$ cat config.mk
export PLATFORM = sky130hd
export DESIGN_NAME = prescaler_ctrl
export DESIGN_NICKNAME = d
export VERILOG_FILES = /design/src/rtl/prescaler_pkg.sv /design/src/rtl/presc_counter.sv /design/src/rtl/prescaler_ctrl.sv
export SDC_FILE = /design/constraint.sdc
export NUM_CORES = 1
export LEC_CHECK = 0
export CAP_MARGIN = 15
export CORE_AREA = 2 2 56 58
export CTS_CLUSTER_SIZE = 12
export DETAILED_ROUTE_END_ITERATION = 7
export DIE_AREA = 0 0 58 60
export DONT_BUFFER_PORTS = 1
export HOLD_SLACK_MARGIN = 0.12
export PLACE_DENSITY_LB_ADDON = 0.08
export SETUP_SLACK_MARGIN = 0.1
export SLEW_MARGIN = 20
export SYNTH_ARGS = -nofsm -noshare
export SYNTH_HDL_FRONTEND = slang
export SYNTH_SLANG_ARGS = --single-unit
$ cat constraint.sdc
create_clock -name clk_in -period 3.26 [get_ports clk_in]
set_input_delay 0.489 -clock clk_in [delete_from_list [all_inputs] [get_ports clk_in]]
set_output_delay 0.489 -clock clk_in [all_outputs]
set_load 0.1 [all_outputs]
$ cat src/rtl/prescaler_pkg.sv
// prescaler_pkg: shared state encoding and default divisor width for the prescaler.
package prescaler_pkg;
  typedef enum logic [1:0] {IDLE, RUN, STOP} state_e;
  localparam int DIV_W_DEF = 8;
endpackage

$ cat src/rtl/presc_counter.sv
// presc_counter: half-period counter that toggles clk_out at each terminal count.
module presc_counter import prescaler_pkg::*; #(
  parameter int DIV_W = DIV_W_DEF
) (
  input  logic             clk_in,
  input  logic             reset_n,
  input  logic             clear,
  input  logic             run,
  input  logic [DIV_W-1:0] div,
  output logic             terminal,
  output logic             clk_out
);
  logic [DIV_W-1:0] cnt_q, cnt_d;
  logic             clk_q, clk_d;
  assign terminal = cnt_q == div - DIV_W'(1);
  assign clk_out  = clk_q;
  always_comb begin
    cnt_d = clear ? '0 : run ? (terminal ? '0 : cnt_q + DIV_W'(1)) : cnt_q;
    clk_d = clear ? 1'b0 : (run && terminal) ? !clk_q : clk_q;
  end
  always_ff @(posedge clk_in or negedge reset_n) begin
    if (!reset_n) begin
      cnt_q <= '0;
      clk_q <= 1'b0;
    end else begin
      cnt_q <= cnt_d;
      clk_q <= clk_d;
    end
  end
endmodule

$ cat src/rtl/prescaler_ctrl.sv
// prescaler_ctrl: run/stop FSM and glitch-free divisor update handshake around presc_counter.
module prescaler_ctrl import prescaler_pkg::*; #(
  parameter int DIV_W   = DIV_W_DEF,
  parameter int DIV_RST = 4
) (
  input  logic             clk_in,
  input  logic             reset_n,
  input  logic             en,
  input  logic             cfg_valid,
  input  logic [DIV_W-1:0] cfg_div,
  output logic             cfg_ready,
  output logic             cfg_err,
  output logic             clk_out,
  output logic             tick,
  output logic             busy
);
  state_e           state_q, state_d;
  logic             pend_q, pend_d, tick_q, tick_d, err_q, err_d;
  logic [DIV_W-1:0] active_q, active_d, shadow_q, shadow_d;
  logic             run, clear, terminal, accept, fall, apply;
  assign accept    = cfg_valid && !pend_q;
  assign fall      = run && terminal && clk_out;
  // A new divisor only lands when no half-period is in flight: idle, or a falling boundary.
  assign apply     = pend_q && (state_q == IDLE || fall);
  assign cfg_ready = !pend_q;
  assign cfg_err   = err_q;
  assign tick      = tick_q;
  assign busy      = state_q != IDLE;
  always_comb begin
    state_d = state_q;
    run     = 1'b0;
    unique case (state_q)
      IDLE: state_d = (en && !pend_q) ? RUN : IDLE;
      RUN: begin
        run     = en || clk_out;
        state_d = en ? RUN : (!clk_out || terminal) ? IDLE : STOP;
      end
      STOP: begin
        run     = 1'b1;
        state_d = en ? RUN : terminal ? IDLE : STOP;
      end
      default: state_d = IDLE;
    endcase
    clear    = !run;
    pend_d   = (accept && cfg_div != '0) ? 1'b1 : apply ? 1'b0 : pend_q;
    shadow_d = (accept && cfg_div != '0) ? cfg_div : shadow_q;
    active_d = apply ? shadow_q : active_q;
    tick_d   = run && terminal && !clk_out;
    err_d    = accept && cfg_div == '0;
  end
  always_ff @(posedge clk_in or negedge reset_n) begin
    if (!reset_n) begin
      state_q  <= IDLE;
      pend_q   <= 1'b0;
      tick_q   <= 1'b0;
      err_q    <= 1'b0;
      active_q <= DIV_W'(DIV_RST);
      shadow_q <= '0;
    end else begin
      state_q  <= state_d;
      pend_q   <= pend_d;
      tick_q   <= tick_d;
      err_q    <= err_d;
      active_q <= active_d;
      shadow_q <= shadow_d;
    end
  end
  presc_counter #(.DIV_W(DIV_W)) u_cnt (
    .clk_in  (clk_in),
    .reset_n (reset_n),
    .clear   (clear),
    .run     (run),
    .div     (active_q),
    .terminal(terminal),
    .clk_out (clk_out)
  );
endmodule

# Word-level counts from Yosys, hierarchy flattened
# Index checks and enable logic that the tools add are counted.
dict set report totals {
  reg_bits 30
  latchBits 0
  ramBits 0
  mem_bits_ro 0
  input_bits 12
  wordCells 45
  n_memories 0
}
dict set report op_classes {
  addsub 2
  n_mul 0
  div_mod_pow 0
  order_cmp 0
  eq_ne 4
  n_shift 0
  n_mux 13
  bitwise 0
  reduce_logical 18
}
# cell n
set op_table {}
lappend op_table {{$mux W8} 2}
lappend op_table {{$add A8 B1 Y8 const B} 1}
lappend op_table {{$eq A8 B8 Y1} 1}
lappend op_table {{$logic_and A1 B1 Y1} 8}
lappend op_table {{$logic_not A8 Y1} 1}
lappend op_table {{$mux W2} 4}
lappend op_table {{$reduce_bool A8 Y1} 1}
lappend op_table {{$sub A8 B1 Y8 const B} 1}
lappend op_table {{$pmux W2 S3} 1}
lappend op_table {{$mux W1} 5}
lappend op_table {{$reduce_bool A2 Y1} 2}
lappend op_table {{$logic_or A1 B1 Y1} 3}
lappend op_table {{$eq A2 B1 Y1 const B} 1}
lappend op_table {{$eq A2 B2 Y1 const B} 1}
lappend op_table {{$logic_not A1 Y1} 2}
lappend op_table {{$logic_not A2 Y1} 1}
lappend op_table {{$ne A2 B2 Y1 const B} 1}
lappend op_table {{$pmux W1 S2} 1}

# Depth between registers and ports, before layout
dict set report depth {
  ltp_word 8
  depth_mapped 8
}

# Modules after synthesis
# Synthesis repeated with hierarchy kept, for this count alone.
dict set report hier_totals {
  hier_cells 151
  hier_area_um2 1622.8
}
# module n_inst cells_per_inst area_per_inst_um2
set by_module_without_submodules {}
lappend by_module_without_submodules {prescaler_ctrl 1 63 884.6}
lappend by_module_without_submodules {presc_counter 1 88 738.2}

# Least setup slack after synthesis
# No wires, ideal clock.
dict set report synth_timing {
  kind {register to register}
  start {reg u_cnt.clk_q (netlist: u_cnt.clk_out)}
  end {reg active_q[0]}
  setup_time_ns 0.125
  arrival_ns 2.192
  t_required_ns 3.135
  slack_ns 0.943
  stages_incl_launch_ff 7
  path_buffers 0
  period_less_slack_ns 2.317
  path_cell_list {dfrtp_1 > o21a_1 > o21ai_0 > nor2_1 > nand2_1 > o32ai_4 > mux2_2}
}
dict set report synth_via {
  elab_chain_len 6
}
# element line
set synth_lines {}
lappend synth_lines {{from (decl)} presc_counter.sv:14} ;# logic clk_q, clk_d;
lappend synth_lines {{from (signal assigned)} presc_counter.sv:27} ;# clk_q <= clk_d;
lappend synth_lines {{$logic_or A1 B1 Y1} prescaler_ctrl.sv:35} ;# run = en || clk_out;
lappend synth_lines {{$pmux W1 S2} prescaler_ctrl.sv:32} ;# unique case (state_q)
lappend synth_lines {{$logic_and A1 B1 Y1} prescaler_ctrl.sv:22} ;# assign fall = run && terminal && clk_out;
lappend synth_lines {{$logic_and A1 B1 Y1 *} prescaler_ctrl.sv:22}
lappend synth_lines {{$logic_or A1 B1 Y1 *} prescaler_ctrl.sv:24} ;# assign apply = pend_q && (state_q == IDLE || fall);
lappend synth_lines {{$logic_and A1 B1 Y1 *} prescaler_ctrl.sv:24}
lappend synth_lines {{to (signal assigned)} prescaler_ctrl.sv:57} ;# active_q <= DIV_W'(DIV_RST);
lappend synth_lines {{to (signal assigned)} prescaler_ctrl.sv:64} ;# active_q <= active_d;
lappend synth_lines {{to (decl)} prescaler_ctrl.sv:19} ;# logic [DIV_W-1:0] active_q, active_d, shadow_q, shadow_d;
# Mark *: on every way between the ends. The rest lies on a longest branch, timed or not.
# A chain may end at the register's enable or synchronous reset.

# Worst setup path after layout
dict set report layout_timing {
  start {reg active_q[0]}
  end {reg active_q[7]}
}
dict set report layout_via {
  elab_chain_len 6
}
# element line
set layout_lines {}
lappend layout_lines {{$sub A8 B1 Y8} presc_counter.sv:15} ;# assign terminal = cnt_q == div - DIV_W'(1);
lappend layout_lines {{$eq A8 B8 Y1} presc_counter.sv:15}
lappend layout_lines {{$logic_and A1 B1 Y1 (2 in series)} prescaler_ctrl.sv:22}
lappend layout_lines {{$logic_or A1 B1 Y1} prescaler_ctrl.sv:24}
lappend layout_lines {{$logic_and A1 B1 Y1} prescaler_ctrl.sv:24}
# No other way between the ends.

==> results by group <==
Die
  – Core Footprint: 0.00290 sq mm
  – Die Span Y: 60 um
  – Initial core utilization: 53.0%
  – Rows: 20
  – Die Width: 58 um
  – Ports: 17
  – Die area: 0.00348 sq mm

Yosys
  – EDFF count, synth: 0
  – Synth top cells by count: dfrtp_1, mux2_2, nor2_1
  – Synth Flop Type: dfrtp_1
  – Synth cell types: 35
  – Synth area leader: dfrtp_1
  – Yosys reg bits: 30
  – Post-synth top area share: 47.2%
  – Asr flop ratio synth: 100%
  – Warnings from Yosys: 0
  – Most frequent cell after synthesis: dfrtp_1
  – Seq/Total Area, Yosys: 48.9%
  – Gate Count Post-Synth: 138
  – Synth area leaders: dfrtp_1, mux2_2, xnor2_1, ha_1, nor2_1
  – Syn Area/Cell: 11.2 sq um
  – Syn nets: 156
  – Mapped Area: 0.00154 sq mm

Outcome
  – Status: finished, final reports clean

Timing
  – Final Skew: 14.7 ps
  – Worst Max-Slew Pin Slew: 861 ps
  – RSZ-0062 raised after global routing: false
  – Fmax: 412 MHz
  – Final period util: 74.5%
  – Hold Violations, Final: 0
  – Setup violators final: 0
  – Final Critical Period: 2430 ps
  – Worst setup margin: 831 ps
  – Final Max Slew Viols: 0
  – Post-route setup TNS: 0 ps
  – Slew headroom: 42.6%

Clocking
  – Clock tree buffer depth: 2
  – CTS root buffer: clkbuf_4
  – Worst-path clk slew: 100 ps
  – Post-CTS setup buffers: 0
  – Total clock sinks: 30
  – H-tree lvl count: 2
  – Skew-Pair Late Insertion Delay: 330 ps
  – CTS tree: built
  – CTS hold repair buffers: 2
  – PostCTS Resize Cnt: 0
  – Num CTS Buffers: 5

Placement
  – Final Wtd Congestion: 0.829
  – Dpl ws: 859 ps
  – Post-DP HPWL: 1.97 mm
  – Port bufs: 0
  – Placed cell areas: 0.00158 sq mm

Finish
  – Fin area: 0.00167 sq mm
  – Layout area overhead: 8.78%
  – Ant diodes: 0
  – Final core occ: 57.7%
  – Fin nets: 165
  – Fillers: 271
  – Share of cells above drive strength 1: 18.2%

Run
  – Maxcap violations: 0

Critical path
  – CP Max Fanout: 8
  – R2R depth: 7
  – Critical path arrival: 2630 ps
  – Req. time, crit path: 3460 ps
  – Reg-to-reg endpoint: active_q[7]
  – Critical R2R Launch: active_q[0]
  – Kind of critical path: flip-flop to flip-flop
  – CP endpoint kind: flip-flop
  – R2R setup slack: 830 ps
  – Setup crit start kind: flip-flop
  – CP Launch Point: active_q[0]

GRT
  – Largest net degree at the start of global routing: 31
  – GR Overflow Total: 0
  – Grt met1 use: 24.1%
  – Initial antenna violation count: 0
  – First-pass GRT wire length: 4.62 mm
  – GRT busiest layer: met2
  – M2 GR Usage: 27.6%
  – Vias in the first global route: 977
  – Met3 Track Usage GR: 5.19%
  – Tot GR Track Use: 18.1%

Drt
  – Vias: 1015
  – Vias/cell: 5.61
  – First-pass DRT Iterations: 4
  – Post-route ant nets: 0
  – Number of remaining DRC errors: 0
  – WL per Instance: 14.6 um
  – Final wirelength: 2.64 mm
  – Initial drt markers: 53

Min path
  – Hold path endpoint: state_q[1]
  – Hold crit path type: primary input to flip-flop
  – Hold path depth: 1
  – Hold path start: en

Power
  – LEAKAGE: 0.000712 uW
  – Pwr dens: 668 mW/mm^2
  – Peak supply drop: 0.389 mV
  – Post-route total power: 1120 uW
-- per-layer routing --
layer / wire [um] / up-vias
li1: - / 510
met1: 1240 / 484
met2: 1250 / 19
met3: 122 / 2
met4: 23 / 0
met5: 0 / -
-- cell families after synthesis --
kind of cell	Yosys count	share of synthesized area, %
xor+xnor	14	7.97
flops	30	48.9
fa+ha+maj	6	4.88
simple gates	45	15.9
buf+inv	13	3.66
compound gates	15	7.72
mux	15	11.0
-- worst max-delay path: stages (launching register included) --
cell,delay [ps]
dfrtp_1,420
inv_1,60
ha_1,300
xnor2_1,130
nor4_1,270
nand3_1,230
o32ai_4,500
mux2_2,390
-- how the worst max path moves through the flow --
stage | to | slack [ps] | depth (start not counted)
after floorplan | active_q[0] | 940 | 6
after global placement | active_q[7] | 910 | 7
after detailed placement | active_q[7] | 860 | 7
after CTS | active_q[7] | 840 | 7
after global routing | active_q[7] | 690 | 7
final | active_q[7] | 830 | 7
-- stage by stage --
stage	hold slack, ps	instances
2_1_floorplan	193	138
3_3_place_gp	194	171
3_5_place_dp	194	171
4_1_cts	203	181
5_1_grt	205	181
6_report	217	181
-- power by group --
group          internal (uW)  leakage, uW  switching (uW)
Clock                    104    0.0000353             122
Combinational            171     0.000298             176
Sequential               458     0.000379            88.0
-- layout by cell type (no fill, tap or decap), types with 2 or more instances in the layout --
cell type	n
dfrtp_1	29
mux2_2	14
nor2_1	13
inv_1	10
xnor2_1	9
nand3_1	7
nor4_1	6
ha_1	6
xor2_1	5
clkbuf_4	5
and3_1	4
nand2_1	3
o21ai_0	3
buf_4	3
nor3b_1	2
and2_1	2
nor2b_1	2
a31oi_1	2
a21oi_1	2
-- state kept, by name (all words and copies together) (netlist names) --
register and flops:
pend_q 1, u_cnt.cnt_q 8, shadow_q 8, tick 1, cfg_err 1, active_q 8
u_cnt.clk_out 1, state_q 2
-- area by class of cell --
type / instances / area [sq um] / share of cell area [%]
Timing Repair Buffer: 5 / 52.6 / 3.14
Multi-Input combinational cell: 95 / 731 / 43.6
Inverter: 10 / 37.5 / 2.24
Clock buffer: 7 / 55.1 / 3.29
Sequential cell: 30 / 752 / 44.9
Clock inverter: 1 / 5.00 / 0.299
Tap cell: 33 / 41.3 / 2.47
Power figures use the tool's default switching activity.
